### config.mk
export PLATFORM = sky130hd
export DESIGN_NAME = led_mode_sequencer
export DESIGN_NICKNAME = d
export VERILOG_FILES = /design/src/rtl/led_mode_sequencer.sv
export SDC_FILE = /design/constraint.sdc
export NUM_CORES = 1
export LEC_CHECK = 0
export CORE_AREA = 2 2 123 89
export DETAILED_ROUTE_END_ITERATION = 8
export DIE_AREA = 0 0 125 91
export RECOVER_POWER = 50
export SYNTH_ARGS = -nofsm -noshare
export SYNTH_HDL_FRONTEND = slang
export SYNTH_SLANG_ARGS = --single-unit
export TNS_END_PERCENT = 50
### constraint.sdc
create_clock -name clk -period 5.55 [get_ports clk]
set_input_delay 0.555 -clock clk [delete_from_list [all_inputs] [get_ports clk]]
set_output_delay 0.555 -clock clk [all_outputs]
set_load 0.02 [all_outputs]
### src/rtl/led_mode_sequencer.sv
`default_nettype none
// ============================================================================
// Module   : led_mode_sequencer
// Brief    : Push-button LED mode sequencer. A debounced button cycles the
//            2-bit mode code; a long press forces the mode to off. Also
//            generates a blink square wave (pattern1) and a PWM waveform
//            (pattern2).
// Options  : define LED_BREATHE_EN to ramp the PWM duty as a triangle
//            (breathing); otherwise the duty is a fixed 25%.
// Revision : 1.0 - initial release
// ============================================================================
module led_mode_sequencer #(
  parameter logic [15:0] DEBOUNCE_CYCLES   = 16'd50000,
  parameter logic [23:0] LONG_PRESS_CYCLES = 24'd1500000,
  parameter logic [23:0] BLINK_HALF        = 24'd6000000,
  parameter int unsigned PWM_BITS          = 8,
  parameter logic [15:0] STEP_CYCLES       = 16'd20000
) (
  input  logic       clk,
  input  logic       rst_n,
  input  logic       btn,
  output logic [1:0] state,
  output logic       pattern1,
  output logic       pattern2
);

  typedef enum logic [1:0] {
    ST_IDLE = 2'd0,
    ST_HELD = 2'd1,
    ST_LONG = 2'd2
  } fsm_t;

  logic                r_sync1;
  logic                r_sync2;
  logic [15:0]         r_db_cnt;
  logic                r_deb;
  fsm_t                r_fsm;
  fsm_t                w_fsm_nxt;
  logic [1:0]          r_mode;
  logic [1:0]          w_mode_nxt;
  logic [23:0]         r_hold_cnt;
  logic [23:0]         w_hold_nxt;
  logic [23:0]         r_bl_cnt;
  logic                r_pattern1;
  logic [PWM_BITS-1:0] r_pwm_cnt;
  logic                r_pattern2;
  logic [PWM_BITS-1:0] w_duty;

  assign state    = r_mode;
  assign pattern1 = r_pattern1;
  assign pattern2 = r_pattern2;

  // Two-flop synchronizer bringing the asynchronous button into clk domain
  always_ff @(posedge clk or negedge rst_n) begin
    if (!rst_n) begin
      r_sync1 <= 1'b0;
      r_sync2 <= 1'b0;
    end else begin
      r_sync1 <= btn;
      r_sync2 <= r_sync1;
    end
  end

  // Debounce: accept a new level only after it has been stable long enough
  always_ff @(posedge clk or negedge rst_n) begin
    if (!rst_n) begin
      r_db_cnt <= '0;
      r_deb    <= 1'b0;
    end else if (r_sync2 != r_deb) begin
      if (r_db_cnt == DEBOUNCE_CYCLES - 16'd1) begin
        r_deb    <= r_sync2;
        r_db_cnt <= '0;
      end else begin
        r_db_cnt <= r_db_cnt + 16'd1;
      end
    end else begin
      r_db_cnt <= '0;
    end
  end

  // Press FSM state, mode and hold counter registers
  always_ff @(posedge clk or negedge rst_n) begin
    if (!rst_n) begin
      r_fsm      <= ST_IDLE;
      r_mode     <= 2'b00;
      r_hold_cnt <= '0;
    end else begin
      r_fsm      <= w_fsm_nxt;
      r_mode     <= w_mode_nxt;
      r_hold_cnt <= w_hold_nxt;
    end
  end

  // Press FSM next-state: release in HELD advances the mode, timeout forces off
  always_comb begin
    w_fsm_nxt  = r_fsm;
    w_mode_nxt = r_mode;
    w_hold_nxt = r_hold_cnt;
    case (r_fsm)
      ST_IDLE: begin
        if (r_deb) begin
          w_fsm_nxt  = ST_HELD;
          w_hold_nxt = '0;
        end
      end
      ST_HELD: begin
        if (!r_deb) begin
          w_mode_nxt = r_mode + 2'd1;
          w_fsm_nxt  = ST_IDLE;
        end else if (r_hold_cnt == LONG_PRESS_CYCLES - 24'd1) begin
          w_mode_nxt = 2'b00;
          w_fsm_nxt  = ST_LONG;
        end else begin
          w_hold_nxt = r_hold_cnt + 24'd1;
        end
      end
      ST_LONG: begin
        // Release after a long press must not advance the mode
        if (!r_deb) begin
          w_fsm_nxt = ST_IDLE;
        end
      end
      default: begin
        w_fsm_nxt = ST_IDLE;
      end
    endcase
  end

  // Blink generator: toggle pattern1 every BLINK_HALF cycles
  always_ff @(posedge clk or negedge rst_n) begin
    if (!rst_n) begin
      r_bl_cnt   <= '0;
      r_pattern1 <= 1'b0;
    end else if (r_bl_cnt == BLINK_HALF - 24'd1) begin
      r_bl_cnt   <= '0;
      r_pattern1 <= ~r_pattern1;
    end else begin
      r_bl_cnt <= r_bl_cnt + 24'd1;
    end
  end

  // PWM generator: free-running counter compared against the duty value
  always_ff @(posedge clk or negedge rst_n) begin
    if (!rst_n) begin
      r_pwm_cnt  <= '0;
      r_pattern2 <= 1'b0;
    end else begin
      r_pwm_cnt  <= r_pwm_cnt + 1'b1;
      r_pattern2 <= (r_pwm_cnt < w_duty);
    end
  end

`ifdef LED_BREATHE_EN
  localparam logic [PWM_BITS-1:0] c_duty_max = '1;

  logic [PWM_BITS-1:0] r_duty;
  logic                r_dir_up;
  logic [15:0]         r_step_cnt;
  logic                r_step_pend;
  logic                w_step_tc;
  logic                w_wrap;

  assign w_step_tc = (r_step_cnt == STEP_CYCLES - 16'd1);
  assign w_wrap    = &r_pwm_cnt;
  assign w_duty    = r_duty;

  // Breathing ramp: steps are requested by the step timer but only applied
  // at a PWM wrap so each PWM period sees a single, stable duty value
  always_ff @(posedge clk or negedge rst_n) begin
    if (!rst_n) begin
      r_step_cnt  <= '0;
      r_step_pend <= 1'b0;
      r_duty      <= '0;
      r_dir_up    <= 1'b1;
    end else begin
      r_step_cnt <= w_step_tc ? 16'd0 : r_step_cnt + 16'd1;
      if (w_wrap && r_step_pend) begin
        r_step_pend <= w_step_tc;
        if (r_dir_up) begin
          if (r_duty == c_duty_max) begin
            r_dir_up <= 1'b0;
            r_duty   <= r_duty - 1'b1;
          end else begin
            r_duty <= r_duty + 1'b1;
          end
        end else begin
          if (r_duty == '0) begin
            r_dir_up <= 1'b1;
            r_duty   <= r_duty + 1'b1;
          end else begin
            r_duty <= r_duty - 1'b1;
          end
        end
      end else if (w_step_tc) begin
        r_step_pend <= 1'b1;
      end
    end
  end
`else
  // Fixed quarter-scale duty (25%)
  localparam logic [PWM_BITS-1:0] c_duty_quarter =
    {{(PWM_BITS-1){1'b0}}, 1'b1} << (PWM_BITS-2);

  assign w_duty = c_duty_quarter;
`endif

endmodule
`default_nettype wire

# --- Yosys cells after proc, flatten, opt, wreduce, memory -nomap -nowiden ---
# Index checks and enable logic that the tools add are counted.
totals:
  ff_bits: 81
  inputBits: 3
  out_inout_bits: 4
  word_cells: 50
classes:
  addsub: 5
  eq_ne: 12
  muxes: 14
  bitwise_logic: 1
  magnitude_cmp: 1
  n_reduce_logical: 6
op_table:
  columns: ["operator", "n"]
  rows:
  - ["$mux 24", 4]
  - ["$add 24x1->24 const B", 2]
  - ["$pmux 24 s2", 1]
  - ["$mux 16", 2]
  - ["$eq 24x21->1 const B", 1]
  - ["$eq 24x23->1 const B", 1]
  - ["$add 16x1->16 const B", 1]
  - ["$eq 16x16->1 const B", 1]
  - ["$mux 2", 6]
  - ["$add 8x1->8 const B", 1]
  - ["$lt 8x7->1 const B", 1]
  - ["$ne 2x2->1 const B", 4]
  - ["$pmux 2 s3", 1]
  - ["$reduce_and 2->1", 2]
  - ["$reduce_and 4->1", 1]
  - ["$ne 3x3->1 const B", 1]
  - ["$reduce_and 3->1", 1]
  - ["$add 2x1->2 const B", 1]
  - ["$eq 2x1->1 const B", 1]
  - ["$eq 2x2->1 const B", 1]
  - ["$logic_not 2->1", 1]
  - ["$ne 2x1->1 const B", 1]
  - ["$reduce_bool 2->1", 1]
  - ["$ne 1x1->1", 1]
  - ["$not 1->1", 1]

# --- Logic depth before layout (Yosys ltp) ---
# Gate-level depths: netlist (run 1).
depth:
  ltp_word: 4
  depth_mapped: 7
  ltp_nobuf: 6

# --- Worst setup path after synthesis (run 1) ---
# OpenSTA, ideal clock, no wires.
synth_timing:
  path_type: "reg2reg"
  from: "register r_hold_cnt[0]"
  to: "register r_hold_cnt[0]"
  setup_slack_ns: 3.378
  setup_ns: 0.121
  arrival_ns: 2.051
  synth_period_minus_slack_ns: 2.172
  t_required_ns: 5.429
  path_stages_with_launch: 8
  n_path_buf: 1
  cell_sequence: "dfrtp_1 > ha_1 > and4_4 > nand3_4 > or4_4 > buf_6 > mux2_4 > a22o_1"
synth_between:
  elab_chain_cells: 4
  word_cells_on_any_way: 7
  classes_between: "add/sub: 1; eq/ne: 2; mux: 3; reduce/logical: 1"
synth_rtl:
  columns: ["element", "line_no", "source"]
  rows:
  - ["start: declaration", "41", "logic [23:0] r_hold_cnt;"]
  - ["start signal: assignment", "90", "r_hold_cnt <= w_hold_nxt;"]
  - ["$add 24x1->24", "114", "w_hold_nxt = r_hold_cnt + 24'd1;"]
  - ["$mux 24", "110", "end else if (r_hold_cnt == LONG_PRESS_CYCLES - 24'd1) begin"]
  - ["$mux 24", "107", "if (!r_deb) begin"]
  - ["$pmux 24 s2", "99", "case (r_fsm)"]
# Parallel ways exist; a longest one is shown, timed or not. The select of a mux whose other input is x is not followed.
# A chain may end at the register's enable or synchronous reset.

# --- Worst setup path after layout (run 1) ---
# Ends and elaborated chain as after synthesis.

==> results_dict.tcl, run 1 <==
set metrics [dict create \
    outcome "complete, no violations" \
    final_cell_mix "81 x dfrtp_1, 55 x nor2_1, 38 x nand3_1" \
    yosysUniqueCellTypes 45 \
    r2r-end "r_hold_cnt[0]" \
    yosys_register_bits 81 \
    antenna_found_initial 0 \
    tns_ps 0 \
    post-route-period-util_pct 41.0 \
    die_h_um 91 \
    crit_path_end_kind "register" \
    synthCells 404 \
    gp_congestion 0.804 \
    hp-start "r_sync1" \
    wl_um 7470 \
    cts_tree "done" \
    r2r_slack_ps 3280 \
    multi_input_area_um2 1870 \
    leakage_nw 1.94 \
    grt_pass1_wl_um 13300 \
    first_pass_iters 4 \
    syn_nets 411 \
    grt_start_max_net_pins 82 \
    cts_max_level 3 \
    use_met2_pct 21.1 \
    antenna_cells 0 \
    synth-edff-count 0 \
    grt_pass1_vias 2789 \
    mostFrequentLayoutCell "dfrtp_1" \
    crit_type "reg -> reg" \
    drive_gt1_share_pct 7.33 \
    io-pin-count 7 \
    wl_per_cell_um 13.8 \
    cts_resized 0 \
    synth_compound_area_share_pct 6.13 \
    cts_buffers 9 \
    crit_required_ps 5770 \
    initial_core_util_pct 39.4 \
    yosysTopAreaCell "dfrtp_1" \
    finalMaxSlewViolations 0 \
    yosys-top-cells-area "dfrtp_1 51%, xor2_1 6.3%, nor2_1 5.2%" \
    grt_usage_pct 14.3 \
    synthSimpleGateAreaFrac_pct 26.9 \
    worst_pin_slew_ps 1010 \
    grt_use_met3_pct 4.77 \
    seq_area_frac_synth_pct 50.6 \
    synth.top_cell.area_share_pct 50.6 \
    fmax_ghz 0.440 \
    syn_avg_cell_area_um2 9.91 \
    nFillCells 960 \
    clock_latency_ps 330 \
    crit_fanout 7 \
    hold_class "reg -> reg" \
    post_cts.repair.setup_buffers 0 \
    min_to "r_sync2" \
    postCtsHoldBufs 0 \
    viasPerCell 5.34 \
    critical_path_arrival_ps 2490 \
    min_period_ps 2270 \
    hold_violations 0 \
    portBuffers 6 \
    whs_path_depth 0 \
    first_iter_violations 214 \
    clk_path_buf_depth 2 \
    overflow 0 \
    synth_top_family_by_area "simple AND/OR/NAND/NOR gates" \
    r2r_cells 6 \
    power.density_nw_per_um2 278 \
    r2r_start "r_hold_cnt[0]" \
    rsz0062_at_grt "no" \
    slew_headroom_pct 32.7 \
    die_w_um 125 \
    synthMuxAreaShare_pct 1.19 \
    p_total_mw 1.24 \
    syn_area_um2 4000 \
    cts.sinks 81 \
    startpoint "r_hold_cnt[0]" \
    vias 2890 \
    crit_path_start_kind "register" \
    antenna_left 0 \
    ff_latch_area_um2 2030 \
    setup_viol 0 \
    skew_ps 4.46 \
    busiest_layer "met2" \
    synth_xor_area_share_pct 11.2 \
    rows 31 \
    grt_use_met1_pct 20.1 \
    post-dp-hpwl_um 4830 \
    core-area_um2 10200 \
    max-vdd-ir-drop_mv 0.144 \
    cts-root-buf "clkbuf_16" \
    synth-adder-area-share_pct 1.25 \
    synthFlopType "dfrtp_1" \
    die-area_um2 11400 \
    maxCapViolCount 0 \
    nets 413 \
    async_reset_ff_share_pct 100 \
    area_growth_pct 11.9 \
    yosysWarnings 0 \
    clkTransAtPathRegs_ps 60 \
    drc 0 \
]
-- where the power goes --
group	leakage [nW]	switching [mW]	internal, mW
combinational	0.693	0.0142	0.00279
clock	0.157	0.219	0.412
sequential	1.09	0.00221	0.593
-- layer usage --
metal | routed length [µm] | share of wire [%]
met5 | 0 | 0
met4 | 82 | 1.1
met3 | 269 | 3.6
met2 | 3240 | 43
met1 | 3880 | 52
-- worst max-delay path: stages, from the launching register on --
cell,delay [ps]
dfrtp_1,430
ha_1,260
and4_4,280
nand3_4,100
or4_4,590
mux2_4,320
a22o_1,170
-- worst max path at each step --
| stage | depth (start not counted) | endpoint |
|---|---|---|
| after detailed placement | 6 | r_hold_cnt[0] |
| after global routing | 6 | r_hold_cnt[10] |
| after CTS | 6 | r_hold_cnt[0] |
| after global placement | 6 | r_hold_cnt[0] |
| final | 6 | r_hold_cnt[0] |
| after floorplan | 7 | r_hold_cnt[0] |
-- through the flow --
stage / std cells / setup slack (ps) / util [%] / hold WS (ps) / area (µm²)
after global routing: 541 / 3110 / 44.1 / 347 / 4480
after detailed placement: 527 / 3290 / 41.0 / 336 / 4160
final: 541 / 3280 / 44.1 / 349 / 4480
after floorplan: 404 / 3380 / - / 259 / 4000
after global placement: 527 / 3330 / 41.0 / 336 / 4160
after CTS: 541 / 3290 / 44.1 / 349 / 4480
-- cells by family (layout without fill, tap and decap cells) --
logic type | count (synthesis) | count (layout)
xor+xnor | 51 | 51
mux | 4 | 4
fa+ha+maj | 4 | 4
compound gates | 33 | 33
buf+inv | 25 | 30
flops | 81 | 81
simple gates | 206 | 206
-- registers in the layout (all words and copies together), names as in the netlist, 2 cells and up --
register	cells
r_bl_cnt	24
r_db_cnt	16
r_fsm	2
r_hold_cnt	24
r_pwm_cnt	8
state	2
-- cell type report --
type                       count  share of cell area, %
sequential                    81                   45.2
multi-input combinational    298                   41.7
clock buffer                  11                   5.64
tap                          132                   3.69
timing repair buffer           8                   1.62
clock inverter                 3                   1.45
inverter                       8                  0.670
-- cells in the mapped netlist, types with 4 or more instances --
cell type,count
nand4_1,14
clkbuf_1,13
nor2_1,55
a21oi_1,5
inv_1,8
ha_1,4
nand3b_1,4
and3_1,13
dfrtp_1,81
xnor2_1,22
or3_1,4
nand2_1,36
and4_1,4
nand3_1,38
nor3b_1,4
a22o_1,7
nor3_1,11
o311ai_0,5
o211ai_1,4
nor4_1,4
xor2_1,29
o21ai_0,6
No activity file was read; power rests on OpenSTA's default activity.
==> inputs of run 2 (changes only) <==
==> constraint.sdc (replaced) <==
create_clock -name clk -period 2.3 [get_ports clk]
set_input_delay 0.23 -clock clk [delete_from_list [all_inputs] [get_ports clk]]
set_output_delay 0.23 -clock clk [all_outputs]
set_load 0.02 [all_outputs]
==> run 2 against run 1 <==
Compared with the run above: the flow now finishes with violations (capacitance limit, slew limit); via count rose by 0.66%; die area stayed put; critical endpoint unchanged; fmax up 4.2%; global-route usage increased by 0.96 points; largest power group is now registers.
==> results_dict.tcl, run 2 (synthesized netlist as in run 1, its figures left out) <==
set metrics [dict create \
    first_iter_violations 155 \
    rsz0062_at_grt "no" \
    crit_path_start_kind "register" \
    die_w_um 125 \
    crit_fanout 7 \
    grt_usage_pct 15.3 \
    path_buf_inv 0 \
    leakage_nw 1.97 \
    grt_pass1_wl_um 14000 \
    min_period_ps 2180 \
    worst_pin_slew_ps 1590 \
    skew_ps 4.51 \
    design_area_um2 4540 \
    tns_ps 0 \
    crit_family "simple AND/OR/NAND/NOR gates" \
    finalMaxSlewViolations 28 \
    initial_core_util_pct 39.4 \
    slowest_delay_ps 600 \
    place_area_um2 4240 \
    critical_path_arrival_ps 2410 \
    nFillCells 952 \
    slew_headroom_pct -5.84 \
    die_h_um 91 \
    viasPerCell 5.28 \
    first_pass_iters 4 \
    drive_gt1_share_pct 9.55 \
    io-pin-count 7 \
    hold_violations 0 \
    setup_viol 0 \
    worstPathCellList "ha_4, and4_4, nand3_4, or4_4, mux2_4, a22o_1" \
    maxCapViolCount 1 \
    cts_tree "done" \
    crit_path_end_kind "register" \
    fmax_ghz 0.459 \
    clk_path_buf_depth 2 \
    post_cts.repair.setup_buffers 0 \
    mostFrequentLayoutCell "dfrtp_1" \
    max-vdd-ir-drop_mv 0.374 \
    reg.largest.list "r_bl_cnt x24, r_hold_cnt x24, r_db_cnt x16" \
    crit_type "reg -> reg" \
    cts-root-buf "clkbuf_16" \
    grt_pass1_vias 2877 \
    wl_um 7690 \
    vias 2909 \
    worst_path_max_delay_cell "or4_4" \
    antenna_found_initial 0 \
    post-dp-hpwl_um 5230 \
    power.density_nw_per_um2 619 \
    post-route-period-util_pct 94.8 \
    cts_buffers 9 \
    nets 423 \
    hold_class "reg -> reg" \
    clock_latency_ps 340 \
    cts_max_level 3 \
    area_growth_pct 13.4 \
    overflow 0 \
    final_cell_mix "81 x dfrtp_1, 55 x nor2_1, 38 x nand3_1" \
    cts.sinks 81 \
    failed_checks "capacitance limit, slew limit" \
    grt_start_max_net_pins 55 \
    outcome "finished with violations" \
    die-area_um2 11400 \
    crit_required_ps 2530 \
    antenna_left 0 \
    antenna_cells 0 \
    rows 31 \
    core-area_um2 10200 \
    gp_congestion 0.820 \
    wl_per_cell_um 14.0 \
    portBuffers 6 \
    drc 0 \
    clkTransAtPathRegs_ps 60 \
]
## run 2: final timing paths
| check | startpoint | endpoint | slack [ps] | cells after the start |
|---|---|---|---|---|
| max | r_hold_cnt[1] | r_hold_cnt[0] | 120 | 6 |
| min in group asynchronous | rst_n | state[0] | 830 | 2 |
| max reg2reg | r_hold_cnt[1] | r_hold_cnt[0] | 120 | 6 |
| min | r_sync1 | r_sync2 | 360 | 0 |
| min reg2reg | r_sync1 | r_sync2 | 360 | 0 |
| max in group asynchronous | rst_n | r_pwm_cnt[7] | 490 | 3 |
## run 2: area by class of cell
cell class              count  area, µm²  share of cell area [%]
clock inverters             3       17.5                   0.386
clock buffers              11        253                    5.57
multi-input cells         298       1890                    41.6
well taps                 132        165                    3.64
flip-flops and latches     81       2030                    44.7
repair buffers             18        159                    3.50
inverters                   8       30.0                   0.662
## run 2: through the flow
stage | hold WS, ps | cells | setup slack (ps) | utilization (%) | power [mW]
finish | 358 | 551 | 119 | 44.7 | 2.81
global route | 372 | 551 | 53.4 | 44.7 | 2.94
CTS | 324 | 551 | 47.4 | 44.5 | 2.86
detailed placement | 186 | 536 | 55.0 | 41.8 | 1.51
global placement | 181 | 536 | 115 | 41.8 | 1.51
floorplan | -65.6 | 404 | 128 | - | 1.47
## run 2: layer usage
layer | up-vias | GRT usage (%) | wire length (µm)
met1 | 1438 | 21.9 | 4100
met2 | 27 | 22.1 | 3250
met3 | 11 | 4.66 | 233
met4 | 0 | 5.00 | 107
li1 | 1433 | - | -
met5 | - | 0 | 0
## run 2: power breakdown
group / total [mW] / switching (mW) / leakage (nW) / internal [mW]
Sequential: 1.44 / 0.00553 / 1.09 / 1.43
Combinational: 0.0471 / 0.0359 / 0.746 / 0.0111
Clock: 1.32 / 0.550 / 0.133 / 0.774
Total: 2.81 / 0.592 / 1.97 / 2.22
## run 2: repair_timing
action                                  4_1_cts  5_1_grt
gates resized for setup                       0        3
endpoints found under the hold margin        27        0
hold buffers                                  1        0
endpoints found under the setup margin        0        4
